### src/rtl/mips_pkg.sv
// Shared definitions for the single-cycle core front end: fetch FSM states,
// default reset vector and instruction field widths.
package mips_pkg;

  typedef enum logic [1:0] {
    S_IDLE  = 2'd0,
    S_FETCH = 2'd1,
    S_EXEC  = 2'd2
  } fetch_state_e;

  localparam logic [31:0] DEFAULT_RESET_PC = 32'h0000_0000;

  localparam int unsigned IMM_W  = 16;
  localparam int unsigned JIDX_W = 26;

  // Clears the byte-offset bits so every PC load stays word aligned.
  function automatic logic [31:0] word_align(input logic [31:0] addr);
    return addr & ~32'h0000_0003;
  endfunction

endpackage

### src/rtl/next_pc_mux.sv
// Next-PC selection for the retiring instruction: jump beats taken branch,
// which beats sequential fall-through. Purely combinational.
module next_pc_mux
  import mips_pkg::*;
(
  input  logic [31:0]       pc_plus4,
  input  logic [31:0]       imm_ext,
  input  logic [JIDX_W-1:0] jump_index,
  input  logic              branch_taken,
  input  logic              jump,
  output logic [31:0]       next_pc
);

  logic [31:0] branch_target;
  logic [31:0] jump_target;

  // Word offset: the two top immediate bits fall off the shift.
  assign branch_target = pc_plus4 + (imm_ext << 2);
  assign jump_target   = {pc_plus4[31:28], jump_index, 2'b00};

  always_comb begin
    next_pc = pc_plus4;
    if (jump) begin
      next_pc = jump_target;
    end else if (branch_taken) begin
      next_pc = branch_target;
    end
  end

endmodule

### src/rtl/fetch_unit.sv
// Program counter and instruction register for the single-cycle core:
// fetches one word over a req/ready handshake, holds it until retire.
module fetch_unit
  import mips_pkg::*;
#(
  parameter logic [31:0] RESET_PC = DEFAULT_RESET_PC,
  parameter int unsigned ADDR_W   = 32
) (
  input  logic              clk,
  input  logic              rst_n,
  output logic              imem_req,
  output logic [ADDR_W-1:0] imem_addr,
  input  logic              imem_ready,
  input  logic [31:0]       imem_rdata,
  output logic [31:0]       instr,
  output logic              instr_valid,
  output logic [ADDR_W-1:0] pc_out,
  output logic [ADDR_W-1:0] pc_plus4,
  input  logic              stall,
  input  logic              branch_taken,
  input  logic [31:0]       imm_ext,
  input  logic              jump,
  input  logic [JIDX_W-1:0] jump_index,
  output logic [31:0]       retired_count
);

  fetch_state_e state_q, state_d;
  logic [ADDR_W-1:0] pc_q, pc_d;
  logic [31:0]       instr_q, instr_d;
  logic              valid_q, valid_d;
  logic [31:0]       retired_q, retired_d;
  logic [ADDR_W-1:0] pc_inc;
  logic [ADDR_W-1:0] next_pc;

  assign pc_inc = pc_q + 32'd4;

  next_pc_mux u_next_pc_mux (
    .pc_plus4     (pc_inc),
    .imm_ext      (imm_ext),
    .jump_index   (jump_index),
    .branch_taken (branch_taken),
    .jump         (jump),
    .next_pc      (next_pc)
  );

  always_comb begin
    state_d   = state_q;
    pc_d      = pc_q;
    instr_d   = instr_q;
    valid_d   = valid_q;
    retired_d = retired_q;
    unique case (state_q)
      S_IDLE: begin
        state_d = S_FETCH;
      end
      S_FETCH: begin
        if (imem_ready) begin
          instr_d = imem_rdata;
          valid_d = 1'b1;
          state_d = S_EXEC;
        end
      end
      S_EXEC: begin
        if (!stall) begin
          pc_d      = word_align(next_pc);
          valid_d   = 1'b0;
          retired_d = retired_q + 32'd1;
          state_d   = S_FETCH;
        end
      end
      default: begin
        state_d = S_IDLE;
      end
    endcase
  end

  always_ff @(posedge clk) begin
    if (!rst_n) begin
      state_q   <= S_IDLE;
      pc_q      <= word_align(RESET_PC);
      instr_q   <= '0;
      valid_q   <= 1'b0;
      retired_q <= '0;
    end else begin
      state_q   <= state_d;
      pc_q      <= pc_d;
      instr_q   <= instr_d;
      valid_q   <= valid_d;
      retired_q <= retired_d;
    end
  end

  // Every output below is a pure function of registered state.
  assign imem_req      = (state_q == S_FETCH);
  assign imem_addr     = pc_q;
  assign instr         = instr_q;
  assign instr_valid   = valid_q;
  assign pc_out        = pc_q;
  assign pc_plus4      = pc_inc;
  assign retired_count = retired_q;

endmodule

### config.mk
export PLATFORM = sky130hd
export DESIGN_NAME = fetch_unit
export DESIGN_NICKNAME = d
export VERILOG_FILES = /design/src/rtl/mips_pkg.sv /design/src/rtl/next_pc_mux.sv /design/src/rtl/fetch_unit.sv
export SDC_FILE = /design/constraint.sdc
export NUM_CORES = 1
export LEC_CHECK = 0
export ABC_CLOCK_PERIOD_IN_PS = 3500
export BUFFER_PORTS_ARGS = -buffer_cell sky130_fd_sc_hd__buf_2
export CAP_MARGIN = 15
export CORE_MARGIN = 3
export CORE_UTILIZATION = 45
export CTS_CLUSTER_SIZE = 28
export DETAILED_ROUTE_END_ITERATION = 7
export PLACE_DENSITY = 0.85
export SKIP_LAST_GASP = 1
export SLEW_MARGIN = 20
export SYNTH_ARGS = -nofsm -noshare
export SYNTH_HDL_FRONTEND = slang
export SYNTH_SLANG_ARGS = --single-unit
### constraint.sdc
create_clock -name clk -period 3.5 [get_ports clk]
set_input_delay 0.7 -clock clk [delete_from_list [all_inputs] [get_ports clk]]
set_output_delay 0.7 -clock clk [all_outputs]
set_load 0.005 [all_outputs]
==> run metrics, run 1 <==
Residual DRC 0; status finished clean; kind of critical path reg -> reg; hold path cells 2; FF-to-FF path depth 16; global route overflow 0; final wirelength about 21000 um; Pwr Density between 200 and 300 mW/mm2; Slew HR 36.24%; Worst Clk Skew approximately 7.6 ps; switching part of the total 28.29%; Mean Syn Cell Area about 7.8 um2; die height ~130 um; max cap viols 0; Yosys top cell area share between 20 and 30%; Hold EP instr[31]; share of layout cells above drive strength 1 34.28%; Critical R2R Launch imem_addr[2]; final worst path period need approximately 3400 ps; Clock Latency Late Sink about 340 ps; ys flop type dfxtp_1; CTS sink count 97; first-pass GRT wire length ~32000 um; Clk pin slew, worst setup/hold paths 70 ps; io pins around 260; Max IR drop VDD around 0.00027 V; dpl cell area 0.008097 mm2; CP startpoint kind flop; pre-CTS WS -37.19 ps; antenna viol nets, final 0; synth top area cells dfxtp_1 30%, nand2_1 7.9%, ha_1 7.0%, xnor2_1 6.3%, a21boi_0 4.2%; area grow syn2layout 30.27%; Final period util between 90% and 100%; Slew Viols, Final 0; die width ~130 um; r2r endpoint imem_addr[31]; CP max FO 7; Site Rows 43; GRT Util Overall 24.13%; crit end category flop; fraction of registers with async set/reset 0%; WL/cell approximately 16 um; R2R setup slack about 120 ps; Fmax around 300 MHz; TritonCTS clock tree yes; combinational share of power between 10% and 20%; H-tree levels 3; critical path arrival 3620 ps; cts bufs inserted 9; TritonRoute pass-1 iters 5; antenna violations before repair 0; hold_buf cts 0; minimum setup slack in the final design roughly 120 ps; Synth warnings 0; number of global-route vias before repair about 6.6k; sequential area share after synthesis 29.51%; core area 0.01410 mm2; Setup TNS Final 0 ps; Vias/cell about 5.5; RSZ-0062 raised after global routing yes; clock share of power a little under two fifths; largest net degree at the start of global routing between 40 and 50; Nets between 1k and 1.5k; switching pwr about 0.7 mW; P_leak 4.209 nW; worst slew pin tran approximately 950 ps; flops & latches, synth just under 100; Post-Route Utilization a little over 60%; ant diodes 0; Syn Std Cell Area ~0.0066 mm2; register share of total power a little under half; Detailed Route Iter0 Violations slightly below 500; final hold viol count 0; HP Start instr[31]; Internal ~1.8 mW; Syn Inst Count between 800 and 900; final setup vio count 0; hold slack final around 460 ps; Worst EP required 3740 ps; die footprint around 0.016 mm2; CTS max path bufs 2; DP HPWL between 15000 and 20000 um; post-synth top area cell dfxtp_1; RePlAce Congestion roughly 0.92; Hold WC Path Type reg -> reg; fill count around 1.3k; initial core utilization a little under half; final instance area ~0.0086 mm2; EDFF count, synth 0; # port buffers 249; Unique masters post-synth 68; CTS root buf clkbuf_16; routed vias between 7k and 8k
-- cell usage in the layout, fill, tap and decap left out, types with 7 or more instances in the layout --
| cell | synthesis | routed |
|---|---|---|
| dfxtp_1 | 97 | 92 |
| nand2_1 | 139 | 138 |
| a21boi_0 | 37 | 36 |
| ha_1 | 37 | 32 |
| a21oi_1 | 47 | 46 |
| clkbuf_16 | 0 | 9 |
| o21ai_0 | 47 | 43 |
| a21o_1 | 15 | 15 |
| buf_4 | 36 | 57 |
| inv_1 | 13 | 13 |
| nor3_1 | 8 | 7 |
| nor2b_1 | 8 | 8 |
| nand3_1 | 31 | 30 |
| nor2_1 | 62 | 58 |
| buf_2 | 1 | 249 |
| xnor2_1 | 47 | 43 |
| a31oi_1 | 8 | 7 |
| and3_1 | 11 | 9 |
| xor2_1 | 28 | 24 |
| nand4_1 | 16 | 16 |
| and2_1 | 14 | 14 |
-- synth_stat cells (3+ instances only) --
cell type,instances
xor2_1,28
nor3_1,8
a221oi_1,3
o221ai_1,3
or2_2,5
clkbuf_1,35
and3_1,11
a31oi_1,8
nand2b_1,5
a21o_1,15
or3_1,5
dfxtp_1,97
and4_1,5
ha_1,37
buf_4,36
o31ai_1,8
o21ai_0,47
a211oi_1,7
nor2b_1,8
nand4_1,16
nand3_1,31
o21bai_1,4
inv_1,13
xnor2_1,47
o21a_1,3
a21oi_1,47
a21boi_0,37
a22o_1,3
mux2i_1,6
nor4b_1,3
nand2_1,139
nor2_1,62
and2_1,14
-- cell families (layout without fill, tap and decap cells) --
kind of cell	after synthesis	after routing	synth area share (%)
AND/OR/NAND/NOR	325	325	23.67
AO/OA/AOI/OAI	212	212	21.32
flip-flops	97	97	29.51
buffers and inverters	87	337	7.035
XOR/XNOR	75	75	9.983
adder cells (fa/ha/maj)	38	38	7.340
multiplexers	7	7	1.084
other	1	6	0.05699
-- registers in the layout, indices dropped and copies added, names as in the netlist --
register	cells
state_q	2
imem_addr	30
instr	32
retired_count	32
instr_valid	1
-- worst max-delay path: stages, from the launching register on --
cell and delay (ps):
dfxtp_2 330, ha_2 170, nand4_1 160, nor2_1 130
buf_4 160, nand3_1 90, xnor2_1 160, ha_2 400
nand4_1 170, o31ai_2 270, a31oi_2 120, a21o_1 250
buf_4 160, o31a_1 240, a211oi_2 200, xnor2_1 100
o21ba_1 170
-- layout make-up --
type                            instances  area, um2  share of cell area [%]
Tap cell                              180      225.2                   2.627
Sequential cell                        97       1948                   22.73
Multi-Input combinational cell        663       4380                   51.10
Inverter                               14      52.55                  0.6130
Timing Repair Buffer                  307       1685                   19.66
Clock inverter                          6      51.30                  0.5985
Clock buffer                           10      229.0                   2.671
-- routing by layer --
metal  vias to the layer above  GRT usage [%]  wire (um)
met5                         -              0          0
met2                       339          41.50      10170
met1                      3290          29.97       8495
met3                        47          5.979       1742
met4                         0          6.877        430
li1                       3397              -          -
-- timing repair --
item	CTS	global route
resized for setup	1	41
endpoints found under the setup margin	1	10
pin swaps	0	9
gates cloned	0	0
buffers inserted	0	2
-- power groups by stage --
stage | Clock (mW) | Sequential (mW) | Combinational, mW
final | 0.953 | 1.15 | 0.422
after global routing | 1.02 | 1.15 | 0.465
after CTS | 0.980 | 1.15 | 0.407
after detailed placement | 0 | 1.17 | 0.404
after global placement | 0 | 1.17 | 0.397
after floorplan | 0 | 1.18 | 0.238
-- worst max path at each step --
stage,slack [ps],endpoint,cells after the start,startpoint
after floorplan,10,imem_addr[31],17,imem_addr[3]
after global placement,40,imem_addr[31],15,imem_addr[3]
after detailed placement,-40,imem_addr[31],15,imem_addr[3]
after CTS,20,imem_addr[31],15,imem_addr[3]
after global routing,-100,imem_addr[30],16,imem_addr[8]
final,120,imem_addr[31],16,imem_addr[2]
-- metrics by stage --
step	std cells	power (mW)
finish	1277	2.525
global route	1277	2.635
global placement	1259	1.570
floorplan	847	1.416
CTS	1275	2.535
detailed placement	1259	1.578
Power figures use the tool's default switching activity.
==> inputs of run 2 (changes only) <==
--- a/config.mk
+++ b/config.mk
@@ -9,10 +9,10 @@
 export BUFFER_PORTS_ARGS = -buffer_cell sky130_fd_sc_hd__buf_2
 export CAP_MARGIN = 15
 export CORE_MARGIN = 3
-export CORE_UTILIZATION = 45
+export CORE_UTILIZATION = 40
 export CTS_CLUSTER_SIZE = 28
 export DETAILED_ROUTE_END_ITERATION = 7
-export PLACE_DENSITY = 0.85
+export PLACE_DENSITY = 0.77
 export SKIP_LAST_GASP = 1
 export SLEW_MARGIN = 20
 export SYNTH_ARGS = -nofsm -noshare
==> run 2 against run 1 <==
Compared with the run above: clock-buffer cell count up 1; critical path depth down 2; total power up 2.7%; hold slack about the same; critical path type unchanged.
==> run metrics, run 2 (synthesized netlist as in run 1, its figures left out) <==
status finished clean; io pins 258; commonest non-fill, non-tap cell in the layout buf_2; Pwr Density ~300 mW/mm2; Worst EP required between 3000 and 4000 ps; most frequent cells in the layout 249 x buf_2, 139 x nand2_1, 95 x dfxtp_1, 61 x buf_4, 57 x nor2_1; max cap viols 0; P_leak about 4.2 nW; critical path arrival 3590 ps; H-tree levels 3; CP max FO 5; crit end category flop; met1 usage 26.82%; antenna viol nets, final 0; RePlAce Congestion approximately 0.93; global route overflow 0; final setup vio count 0; # port buffers 249; Final Instance Count excl. Fillers between 1k and 1.5k; area grow syn2layout 30.75%; Residual DRC 0; GRT Util Overall roughly 21%; first-pass GRT wire length roughly 32000 um; Site Rows 46; TritonRoute pass-1 iters 5; routed vias roughly 6.8k; met2 usage 37.60%; Final Power between 2 and 3 mW; final wirelength slightly above 20000 um; hold slack final between 400 and 500 ps; Slew HR 59.37%; placed cell count about 1.3k; cts bufs inserted 9; Vias/cell between 5 and 6; CTS max path bufs 2; RSZ-0062 raised after global routing yes; Post-CTS Setup Repair Bufs 0; fill count between 1.5k and 2k; Clk pin slew, worst setup/hold paths approximately 70 ps; TritonCTS clock tree yes; DP HPWL about 16000 um; Clock Latency Late Sink 350 ps; Slew Viols, Final 0; Post-Route Utilization ~54%; die width approximately 130 um; M3 GR Usage under 10%; initial core utilization around two fifths; Hold WC Path Type reg -> reg; dpl cell area about 0.008 mm2; final hold viol count 0; CTS sink count 97; ant diodes 0; hold_buf cts 0; Worst Clk Skew 7.194 ps; die height 134.3 um; die footprint about 0.018 mm2; final instance area 0.008603 mm2; worst slew pin tran slightly above 600 ps; CTS root buf clkbuf_16; share of layout cells above drive strength 1 33.64%; WL/cell around 16 um; Detailed Route Iter0 Violations 345; largest net degree at the start of global routing 37; number of global-route vias before repair roughly 6.3k; Max IR drop VDD roughly 0.00021 V; kind of critical path reg -> reg; CP startpoint kind flop; antenna violations before repair 1; Final period util roughly 96%; Nets approximately 1.2k; final worst path period need 3376 ps; GR peak layer met2; Fmax roughly 300 MHz; core area 0.01600 mm2
-- run 2: cell types whose count changed in the layout (fill, tap and decap cells not counted), moves of 2 or more --
cell     delta
and3_1      +2
dfxtp_2     -3
and3_4      -2
dfxtp_1     +3
buf_4       +4
-- run 2: layout make-up --
cell class	count	area, um2	area share [%]
clock buffers	11	242.7	2.821
well taps	216	270.3	3.141
multi-input cells	663	4328	50.31
inverters	14	52.55	0.6108
clock inverters	5	61.31	0.7126
repair buffers	310	1704	19.81
flip-flops and latches	97	1944	22.60
-- run 2: final timing paths --
check	end	slack, ps	from	cells past startpoint
worst max-delay path	imem_addr[28]	120	imem_addr[3]	14
worst min-delay path	instr[1]	460	instr[1]	2
worst max register to register	imem_addr[28]	120	imem_addr[3]	14
worst min register to register	instr[1]	460	instr[1]	2
-- run 2: metrics by stage --
stage | setup slack (ps) | TNS [ps]
after floorplan | 14.91 | 0
after global placement | 38.85 | 0
after detailed placement | 31.44 | 0
after CTS | 9.508 | 0
after global routing | -41.44 | -131.3
final | 123.6 | 0
-- run 2: routing by layer --
metal | share of wire (%) | vias up
met5 | 0.063 | -
met1 | 43 | 3141
met3 | 7.5 | 25
li1 | - | 3414
met2 | 48 | 265
met4 | 1.2 | 2
-- run 2: worst max-delay path, cell delays in order (launching register included) --
cell	delay [ps]
dfxtp_1	340
ha_2	180
buf_4	120
nand3_1	90
xnor2_1	270
ha_1	340
a21o_1	210
a221o_1	400
o211ai_2	250
o21ai_2	150
o22ai_2	200
nor4b_2	80
a211oi_2	220
mux2i_1	290
a211oi_2	100
-- run 2: repair_timing --
item,in CTS,in global routing
gates resized for setup,0,27
hold endpoints to repair,0,0
setup endpoints to repair,0,11
-- run 2: power breakdown --
| group | switching, mW | total [mW] | internal (mW) |
|---|---|---|---|
| Clock | 0.447 | 1.03 | 0.580 |
| Combinational | 0.230 | 0.415 | 0.186 |
| Sequential | 0.0195 | 1.15 | 1.13 |
==> inputs of run 3 (changes only) <==
--- a/config.mk
+++ b/config.mk
@@ -12,7 +12,7 @@
 export CORE_UTILIZATION = 40
 export CTS_CLUSTER_SIZE = 28
 export DETAILED_ROUTE_END_ITERATION = 7
-export PLACE_DENSITY = 0.77
+export PLACE_DENSITY = 0.7
 export SKIP_LAST_GASP = 1
 export SLEW_MARGIN = 20
 export SYNTH_ARGS = -nofsm -noshare
==> run 3 against run 2 <==
Compared with the run above: clock-buffer cell count unchanged; hold slack got worse by 0.83 ps; clock power decreased by 9.9%; sequential power about the same; clock skew decreased by 2.3 ps; die area unchanged; critical path type unchanged; first-iteration DRC count increased by 6.1%; via count decreased by 0.69%; non-clock buffer count increased by 4; utilization decreased by 0.15 points; sequential cell count unchanged; maximum frequency increased by 0.69%.
==> run metrics, run 3 (synthesized netlist as in run 1, its figures left out) <==
register share of total power between 40% and 50%; die footprint 0.01803 mm2; Detailed Route Iter0 Violations 366; die height about 130 um; routed vias approximately 6.8k; H-tree levels 3; Residual DRC 0; GRT Util Overall around a fifth; crit end category flop; die width around 130 um; switching pwr 0.6844 mW; switching part of the total about 27%; RSZ-0062 raised after global routing yes; clock share of power between 30% and 40%; WL/cell 15.08 um; Max IR drop VDD 0.0002340 V; DP HPWL 15460 um; core area roughly 0.016 mm2; Worst Clk Skew about 5 ps; antenna violations before repair 2; Fmax around 300 MHz; share of layout cells above drive strength 1 between 30% and 40%; initial core utilization between 40% and 50%; Slew Viols, Final 0; combinational share of power 16.6%; Clk pin slew, worst setup/hold paths approximately 70 ps; RePlAce Congestion 0.9630; Final period util 95.81%; TritonRoute pass-1 iters 5; Internal 1.807 mW; hold slack final between 400 and 500 ps; CP startpoint kind flop; antenna viol nets, final 0; CTS max path bufs 2; HP Start instr[6]; worst slew pin tran just over 600 ps; Hold WC Path Type reg -> reg; largest net degree at the start of global routing 44; Setup TNS Final 0 ps; Vias/cell ~5; final setup vio count 0; max cap viols 0; CTS root buf clkbuf_16; global route overflow 0; area grow syn2layout 30.39%; status finished clean; number of global-route vias before repair between 6k and 7k; Worst EP required roughly 3700 ps; first-pass GRT wire length between 30000 and 40000 um; Critical R2R Launch imem_addr[3]; commonest non-fill, non-tap cell in the layout buf_2; final worst path period need 3353 ps; # port buffers approximately 250; final wirelength approximately 20000 um; io pins 258; CTS sink count 97; kind of critical path reg -> reg; most frequent cells in the layout 249 x buf_2, 139 x nand2_1, 94 x dfxtp_1, 65 x buf_4, 60 x nor2_1; Pwr Density 290.4 mW/mm2; Slew HR approximately 60%; cts bufs inserted 9; Critical Path Source imem_addr[3]; Nets 1233; Clock Latency Late Sink about 340 ps; Site Rows between 40 and 50; P_leak approximately 4.2 nW; CP max FO 7; final hold viol count 0; TritonCTS clock tree yes; ant diodes 0; hold_buf cts 0; critical path arrival between 3000 and 4000 ps; Post-Route Utilization a little over half
[run 3: cell count changes in the layout (fill, tap and decap cells not counted), sizes merged]
cell	previous run	this run
inv	15	16
clkinvlp	0	1
bufinv	1	0
buf	310	314
clkinv	3	2
[run 3: what timing repair did]
item / 4_1_cts / 5_1_grt
pin swaps: 0 / 9
buffers inserted: 0 / 2
setup endpoints to repair: 1 / 11
resized for setup: 1 / 23
[run 3: worst max-delay path: stages (launching register included)]
cell      delay (ps)
dfxtp_1          350
ha_2             190
nand4_1          140
nor2_1           120
buf_4            140
nand4_1          110
xnor2_1          160
ha_2             390
nand4_1          140
o31ai_2          230
a31oi_2           90
a21o_1           250
buf_4            160
o31a_1           250
a211oi_2         250
xnor2_1           90
o21ba_1          170
[run 3: final timing paths]
check,depth (start not counted),to,slack [ps]
setup / recovery,16,imem_addr[31],150
hold reg to reg,2,instr[6],460
setup reg to reg,16,imem_addr[31],150
hold / removal,2,instr[6],460
[run 3: cell type report]
class	instances	area, um2
Timing Repair Buffer	314	1734
Tap cell	216	270.3
Inverter	14	52.55
Sequential cell	97	1946
Fill cell	1563	7421
Clock buffer	11	232.7
Clock inverter	5	38.79
Multi-Input combinational cell	663	4305
[run 3: per-layer routing]
| layer | GRT usage [%] | share of wire [%] |
|---|---|---|
| met4 | 5.995 | 2.0 |
| met3 | 4.801 | 7.6 |
| met2 | 35.36 | 47 |
| met1 | 27.62 | 43 |
| met5 | 0 | 0.14 |
[run 3: power by group through the flow]
stage	logic, mW	clock network, mW	registers (mW)
after floorplan	0.238	0	1.18
after global placement	0.403	0	1.17
after detailed placement	0.407	0	1.17
after CTS	0.409	0.960	1.15
after global routing	0.461	1.00	1.15
final	0.414	0.928	1.15
[run 3: metrics by stage]
step | cells | instance area [um2] | worst slack, ps | total power, mW
6_report | 1320 | 8579 | 146.7 | 2.492
3_3_place_gp | 1302 | 8194 | 28.44 | 1.576
5_1_grt | 1320 | 8579 | -136.9 | 2.614
2_1_floorplan | 847 | 6613 | 14.91 | 1.416
4_1_cts | 1318 | 8471 | 29.54 | 2.517
3_5_place_dp | 1302 | 8194 | -1.565 | 1.581
